**src/rtl/mem_map_pkg.sv**
```systemverilog
// mem_map_pkg: shared MMIO offsets, arbiter FSM states and address-region codes.
package mem_map_pkg;
  localparam logic [31:0] LED_OFS = 32'h0;
  localparam logic [31:0] SW_OFS = 32'h4;
  localparam logic [31:0] CYCLE_OFS = 32'h8;
  typedef enum logic [1:0] {IDLE, RAM_WAIT, RESP} state_t;
  typedef enum logic [2:0] {REG_RAM, REG_LED, REG_SW, REG_CYCLE, REG_NONE} region_t;
endpackage

```
**src/rtl/addr_decode.sv**
```systemverilog
// addr_decode: maps a byte address to a region and RAM word index; MMIO_EN=0 restricts it to RAM.
module addr_decode import mem_map_pkg::*; #(
  parameter int MEM_WORDS = 4096,
  parameter logic [31:0] MMIO_BASE = 32'h8000_0000,
  parameter bit MMIO_EN = 1'b1
) (
  input logic [31:0] addr,
  output region_t region,
  output logic [$clog2(MEM_WORDS)-1:0] word
);
  localparam int AW = $clog2(MEM_WORDS);
  localparam logic [32:0] RAM_BYTES = 33'(MEM_WORDS) * 33'd4;
  localparam logic [31:0] LED_A = MMIO_BASE + LED_OFS;
  localparam logic [31:0] SW_A = MMIO_BASE + SW_OFS;
  localparam logic [31:0] CYC_A = MMIO_BASE + CYCLE_OFS;
  always_comb
    region = {1'b0, addr} < RAM_BYTES ? REG_RAM :
             !MMIO_EN ? REG_NONE :
             addr[31:2] == LED_A[31:2] ? REG_LED :
             addr[31:2] == SW_A[31:2] ? REG_SW :
             addr[31:2] == CYC_A[31:2] ? REG_CYCLE : REG_NONE;
  assign word = addr[AW+1:2];
endmodule

```
**src/rtl/mem_arbiter.sv**
```systemverilog
// mem_arbiter: shares one single-port synchronous RAM and a small MMIO block between
// the fetch and data ports, returning a one-cycle done pulse with held read data.
module mem_arbiter import mem_map_pkg::*; #(
  parameter int MEM_WORDS = 4096,
  parameter int RAM_LATENCY = 1,
  parameter logic [31:0] MMIO_BASE = 32'h8000_0000
) (
  input logic clk,
  input logic reset,
  input logic instr_req,
  input logic [31:0] instr_mem_addr,
  output logic [31:0] instr_mem_rd_data,
  output logic instr_done,
  input logic data_req,
  input logic [31:0] data_mem_addr,
  input logic [31:0] data_mem_wr_data,
  input logic data_mem_wr_en,
  output logic [31:0] data_mem_rd_data,
  output logic data_done,
  output logic bus_err,
  output logic ram_en,
  output logic ram_we,
  output logic [$clog2(MEM_WORDS)-1:0] ram_addr,
  output logic [31:0] ram_wr_data,
  input logic [31:0] ram_rd_data,
  input logic [15:0] sw_in,
  output logic [15:0] led_out
);
  localparam int AW = $clog2(MEM_WORDS);
  state_t state;
  region_t i_region, d_region, a_region;
  logic [AW-1:0] i_word, d_word;
  logic acc_d, acc_i, a_we, sel_d, cnt;
  logic [15:0] sw_s1, sw_s2;
  logic [31:0] cycle, mmio_rd;
  addr_decode #(.MEM_WORDS(MEM_WORDS), .MMIO_BASE(MMIO_BASE), .MMIO_EN(1'b0)) u_i_dec (
    .addr(instr_mem_addr), .region(i_region), .word(i_word));
  addr_decode #(.MEM_WORDS(MEM_WORDS), .MMIO_BASE(MMIO_BASE), .MMIO_EN(1'b1)) u_d_dec (
    .addr(data_mem_addr), .region(d_region), .word(d_word));
  assign acc_d = state == IDLE && data_req;
  assign acc_i = state == IDLE && !data_req && instr_req;
  assign a_region = acc_d ? d_region : i_region;
  assign a_we = acc_d && data_mem_wr_en;
  // RAM is strobed in the accept cycle itself; gating with reset keeps it quiet while held in reset
  assign ram_en = reset && (acc_d || acc_i) && a_region == REG_RAM;
  assign ram_we = ram_en && a_we;
  assign ram_addr = acc_d ? d_word : i_word;
  assign ram_wr_data = data_mem_wr_data;
  always_comb
    mmio_rd = d_region == REG_LED ? {16'h0, led_out} :
              d_region == REG_SW ? {16'h0, sw_s2} :
              d_region == REG_CYCLE ? cycle : 32'h0;
  always_ff @(posedge clk or negedge reset)
    if (!reset) begin
      cycle <= '0;
      sw_s1 <= '0;
      sw_s2 <= '0;
    end else begin
      cycle <= cycle + 32'd1;
      sw_s1 <= sw_in;
      sw_s2 <= sw_s1;
    end
  // done/bus_err are set on entry to RESP so they are high exactly for the RESP cycle
  always_ff @(posedge clk or negedge reset)
    if (!reset) begin
      state <= IDLE;
      sel_d <= 1'b0;
      cnt <= 1'b0;
      instr_done <= 1'b0;
      data_done <= 1'b0;
      bus_err <= 1'b0;
      instr_mem_rd_data <= '0;
      data_mem_rd_data <= '0;
      led_out <= '0;
    end else begin
      instr_done <= 1'b0;
      data_done <= 1'b0;
      bus_err <= 1'b0;
      case (state)
        IDLE: if (acc_d || acc_i) begin
          sel_d <= acc_d;
          if (a_region == REG_RAM && !a_we) begin
            state <= RAM_WAIT;
            cnt <= 1'(RAM_LATENCY - 1);
          end else begin
            state <= RESP;
            instr_done <= acc_i;
            data_done <= acc_d;
            bus_err <= a_region == REG_NONE;
            if (a_we && a_region == REG_LED) led_out <= data_mem_wr_data[15:0];
            if (acc_d && !a_we) data_mem_rd_data <= mmio_rd;
            if (acc_i) instr_mem_rd_data <= 32'h0;
          end
        end
        RAM_WAIT: if (!cnt) begin
          state <= RESP;
          instr_done <= !sel_d;
          data_done <= sel_d;
          if (sel_d) data_mem_rd_data <= ram_rd_data;
          else instr_mem_rd_data <= ram_rd_data;
        end else cnt <= cnt - 1'b1;
        default: state <= IDLE;
      endcase
    end
endmodule

```
**config.mk**
```make
export PLATFORM = sky130hd
export DESIGN_NAME = mem_arbiter
export DESIGN_NICKNAME = d
export VERILOG_FILES = /design/src/rtl/mem_map_pkg.sv /design/src/rtl/addr_decode.sv /design/src/rtl/mem_arbiter.sv
export SDC_FILE = /design/constraint.sdc
export NUM_CORES = 1
export LEC_CHECK = 0
export ABC_AREA = 1
export CAP_MARGIN = 25
export CORE_AREA = 5 5 134 136
export DETAILED_ROUTE_END_ITERATION = 8
export DIE_AREA = 0 0 139 141
export PLACE_DENSITY = 0.81
export SYNTH_ARGS = -nofsm -noshare
export SYNTH_HDL_FRONTEND = slang
export SYNTH_SLANG_ARGS = --single-unit
```
**constraint.sdc**
```tcl
create_clock -name clk -period 2.35 [get_ports clk]
set_input_delay 0.47 -clock clk [delete_from_list [all_inputs] [get_ports clk]]
set_output_delay 0.47 -clock clk [all_outputs]
set_load 0.1 [all_outputs]
```
==> results of run 1 <==
final timing paths:
path | startpoint | endpoint | slack [ns] | cells after the start
worst min register to register | sw_s1[11]$_DFF_PN0_ | sw_s2[11]$_DFF_PN0_ | 0.35 | 0
max in group asynchronous | reset | sw_s2[7]$_DFF_PN0_ | 1.53 | 2
worst max register to register | cycle[0]$_DFF_PN0_ | cycle[26]$_DFF_PN0_ | 0.25 | 11
min in group clk | sw_s1[11]$_DFF_PN0_ | sw_s2[11]$_DFF_PN0_ | 0.35 | 0
worst max-delay path | instr_mem_addr[30] | ram_en | -0.06 | 7
worst min-delay path | reset | instr_mem_rd_data[25]$_DFFE_PN0P_ | 0.21 | 2
through the flow:
stage | setup slack, ns | cells | util, % | setup TNS (ns)
final | -0.0574 | 1368 | 66.6 | -0.0720
after global routing | -0.152 | 1368 | 66.6 | -1.10
after CTS | -0.0167 | 1366 | 65.4 | -0.0194
after detailed placement | -0.362 | 1302 | 60.1 | -18.18
after global placement | -0.348 | 1302 | 60.1 | -15.74
after floorplan | -0.0158 | 870 | - | -0.0158
cell families (layout without fill, tap and decap cells):
group | after synthesis | in the layout | synth area share (%)
simple gates | 520 | 520 | 32.1
xor+xnor | 29 | 29 | 3.45
mux | 16 | 16 | 2.45
buf+inv | 133 | 406 | 9.12
flops | 150 | 150 | 51.0
compound gates | 21 | 21 | 1.67
fa+ha+maj | 1 | 1 | 0.170
layout make-up:
cell class	instances	area, sq um
repair buffers	307	3090
fillers	1310	5620
multi-input cells	587	3230
flip-flops and latches	150	3750
inverters	66	255
repair inverters	1	8.76
well taps	225	282
clock buffers	17	425
clock inverters	15	160
power groups by stage:
stage,registers [uW],logic (uW),clock network (uW)
floorplan,2710,587,0
global placement,2680,1010,0
detailed placement,2680,1020,0
CTS,2630,1040,2720
global route,2630,1110,2820
finish,2630,1060,2680
layer usage:
| metal | track usage [%] | up-vias |
|---|---|---|
| met5 | 0 | - |
| met1 | 30.9 | 3327 |
| li1 | - | 3278 |
| met3 | 4.65 | 54 |
| met2 | 38.4 | 287 |
| met4 | 8.65 | 0 |
cell usage after synthesis (2+ instances only):
library cell / number / area [sq um]
clkbuf_1: 20 / 75.1
buf_4: 38 / 285
nor2_4: 4 / 45.0
buf_6: 3 / 33.8
buf_2: 5 / 25.0
xor2_1: 19 / 166
nor4_1: 3 / 18.8
nor3_1: 6 / 30.0
nand2_1: 310 / 1160
mux2_1: 10 / 113
nor2_1: 49 / 184
nand2_4: 2 / 22.5
nand3b_1: 2 / 15.0
o31ai_1: 7 / 52.6
nand4_1: 41 / 257
inv_2: 9 / 33.8
dfrtp_1: 150 / 3750
xnor2_1: 10 / 87.6
mux2_2: 6 / 67.6
nand2_2: 9 / 56.3
nor2_2: 7 / 43.8
inv_1: 56 / 210
nor3_4: 2 / 32.5
nand3_1: 77 / 385
o21ai_0: 13 / 65.1
registers in the layout (all words and copies together), names as in the netlist:
signal	flops
led_out	16
cycle	32
data_done	1
bus_err	1
data_mem_rd_data	32
state	2
sw_s2	16
sel_d	1
sw_s1	16
instr_mem_rd_data	32
instr_done	1
worst max-delay path, cell delays in order:
cell and delay [ns]:
clkdlybuf4s50_1 0.43, nor4_2 0.35, nand3_2 0.15, nand2_4 0.11, nand3_4 0.09, nor2_4 0.15, buf_12 0.18
repair_timing:
action,CTS,global route
setup buffers,32,3
endpoints found under the setup margin,3,35
gates cloned,0,1
gates resized for setup,79,84
pin swaps,36,48
==> results.cfg, run 1 <==
[power_and_ir_drop]
ir_worst_vdd_v = 0.000595
power_leakage_uw = 0.00604
p_int_uw = 4470
seqPwrFrac_pct = 41.3
p_comb_share_pct = 16.6
switchingPower_uw = 1900
power.density_nw_per_um2 = 568
total_power_uw = 6360
netSwitchingFraction_pct = 29.8
pwr-share-clk_pct = 42.1

[placement]
io_buffers = 241
place_area_sq_um = 10100
dp.final_hpwl_microns = 16700
place_congestion = 0.891

[clock_network]
root_buffer = clkbuf_16
clkTransAtPathRegs_ns = 0.07
htreeDepth = 4
clkLatencyLatePin_ns = 0.42
cts_buffers = 17
cts_tree = yes
clk_path_buf_depth = 2
cts_sinks = 150
cts_hold_repair.buffers = 0

[synthesis]
syn_avg_cell_area_sq_um = 8.46
synthCells = 870
synthFlopType = dfrtp_1
synthArstFlopShare_pct = 100
yosysUniqueCellTypes = 37
yosys_warnings = 0
synth_edf_count = 0
synth_seq_cells = 150
syn_area_sq_um = 7360
synth_nets = 1020
seq_area_frac_synth_pct = 51.0

[run_status]
status = complete, but fails checks
violations = setup timing

[global_route]
grt_pass1_wl_microns = 36700
grt_pass1_vias = 6852
antenna_found_initial = 0
track_usage_pct = 23.4
overflow = 0
grt_max_degree = 151

[floorplan]
core_sq_um = 16800
boundaryPins = 278
die_h_microns = 141
die_w_microns = 139
num_rows = 48
dieArea_sq_um = 19600
initial_core_util_pct = 43.7

[timing]
setup_viol = 2
drv_slew = 0
rsz0062_at_grt = yes
finalHoldViolCount = 0
maxSlewHeadroom_pct = 46.1
post-route-period-util_pct = 102
worst-slew-pin-transition_ns = 0.809
fmax_mhz = 415
skew_ns = 0.0133
period_needed_ns = 2.41
holdWs_ns = 0.212
finalWorstSetupSlack_ns = -0.0574

[route]
vias_per_cell = 5.08
wl_met2_microns = 11900
drt_wl_total_microns = 23700
dr.pass1.iters = 6
wl_met1_microns = 9650
routed.top_layer = met4
wl_met3_microns = 1410
drtIter0Drc = 546
routedWlPerCell_microns = 17.3
via_count = 6946
ant_nets = 0
drc_errors = 0

[hold_path]
hold_path_class = input pin to asynchronous set/reset pin

[finish]
diodes = 0
final_common_cell = nand2_1
area_delta_synth_final_pct = 52.2
finalInstanceArea_sq_um = 11200
final_nets = 1280
layout-drive-gt1-share_pct = 29.4
mostFrequentLayoutCells = nand2_1, dfrtp_1, buf_4, clkdlybuf4s50_1, nand3_1

[setup_path]
cp-end-kind = output pin
startpoint_type = input pin
crit_required_ns = 1.88
path_max_fanout = 2
cp.arrival_ns = 1.94
path_class = input pin to output pin

[run]
drv_cap = 0
No activity file was read; power rests on OpenSTA's default activity.
==> run 2, diff against run 1 <==
--- a/config.mk
+++ b/config.mk
@@ -11,6 +11,7 @@
 export DETAILED_ROUTE_END_ITERATION = 8
 export DIE_AREA = 0 0 139 141
 export PLACE_DENSITY = 0.81
+export SLEW_MARGIN = 25
 export SYNTH_ARGS = -nofsm -noshare
 export SYNTH_HDL_FRONTEND = slang
 export SYNTH_SLANG_ARGS = --single-unit
==> results of run 2 <==
No change in the layout: final DEF, timing and power equal those of run 1.
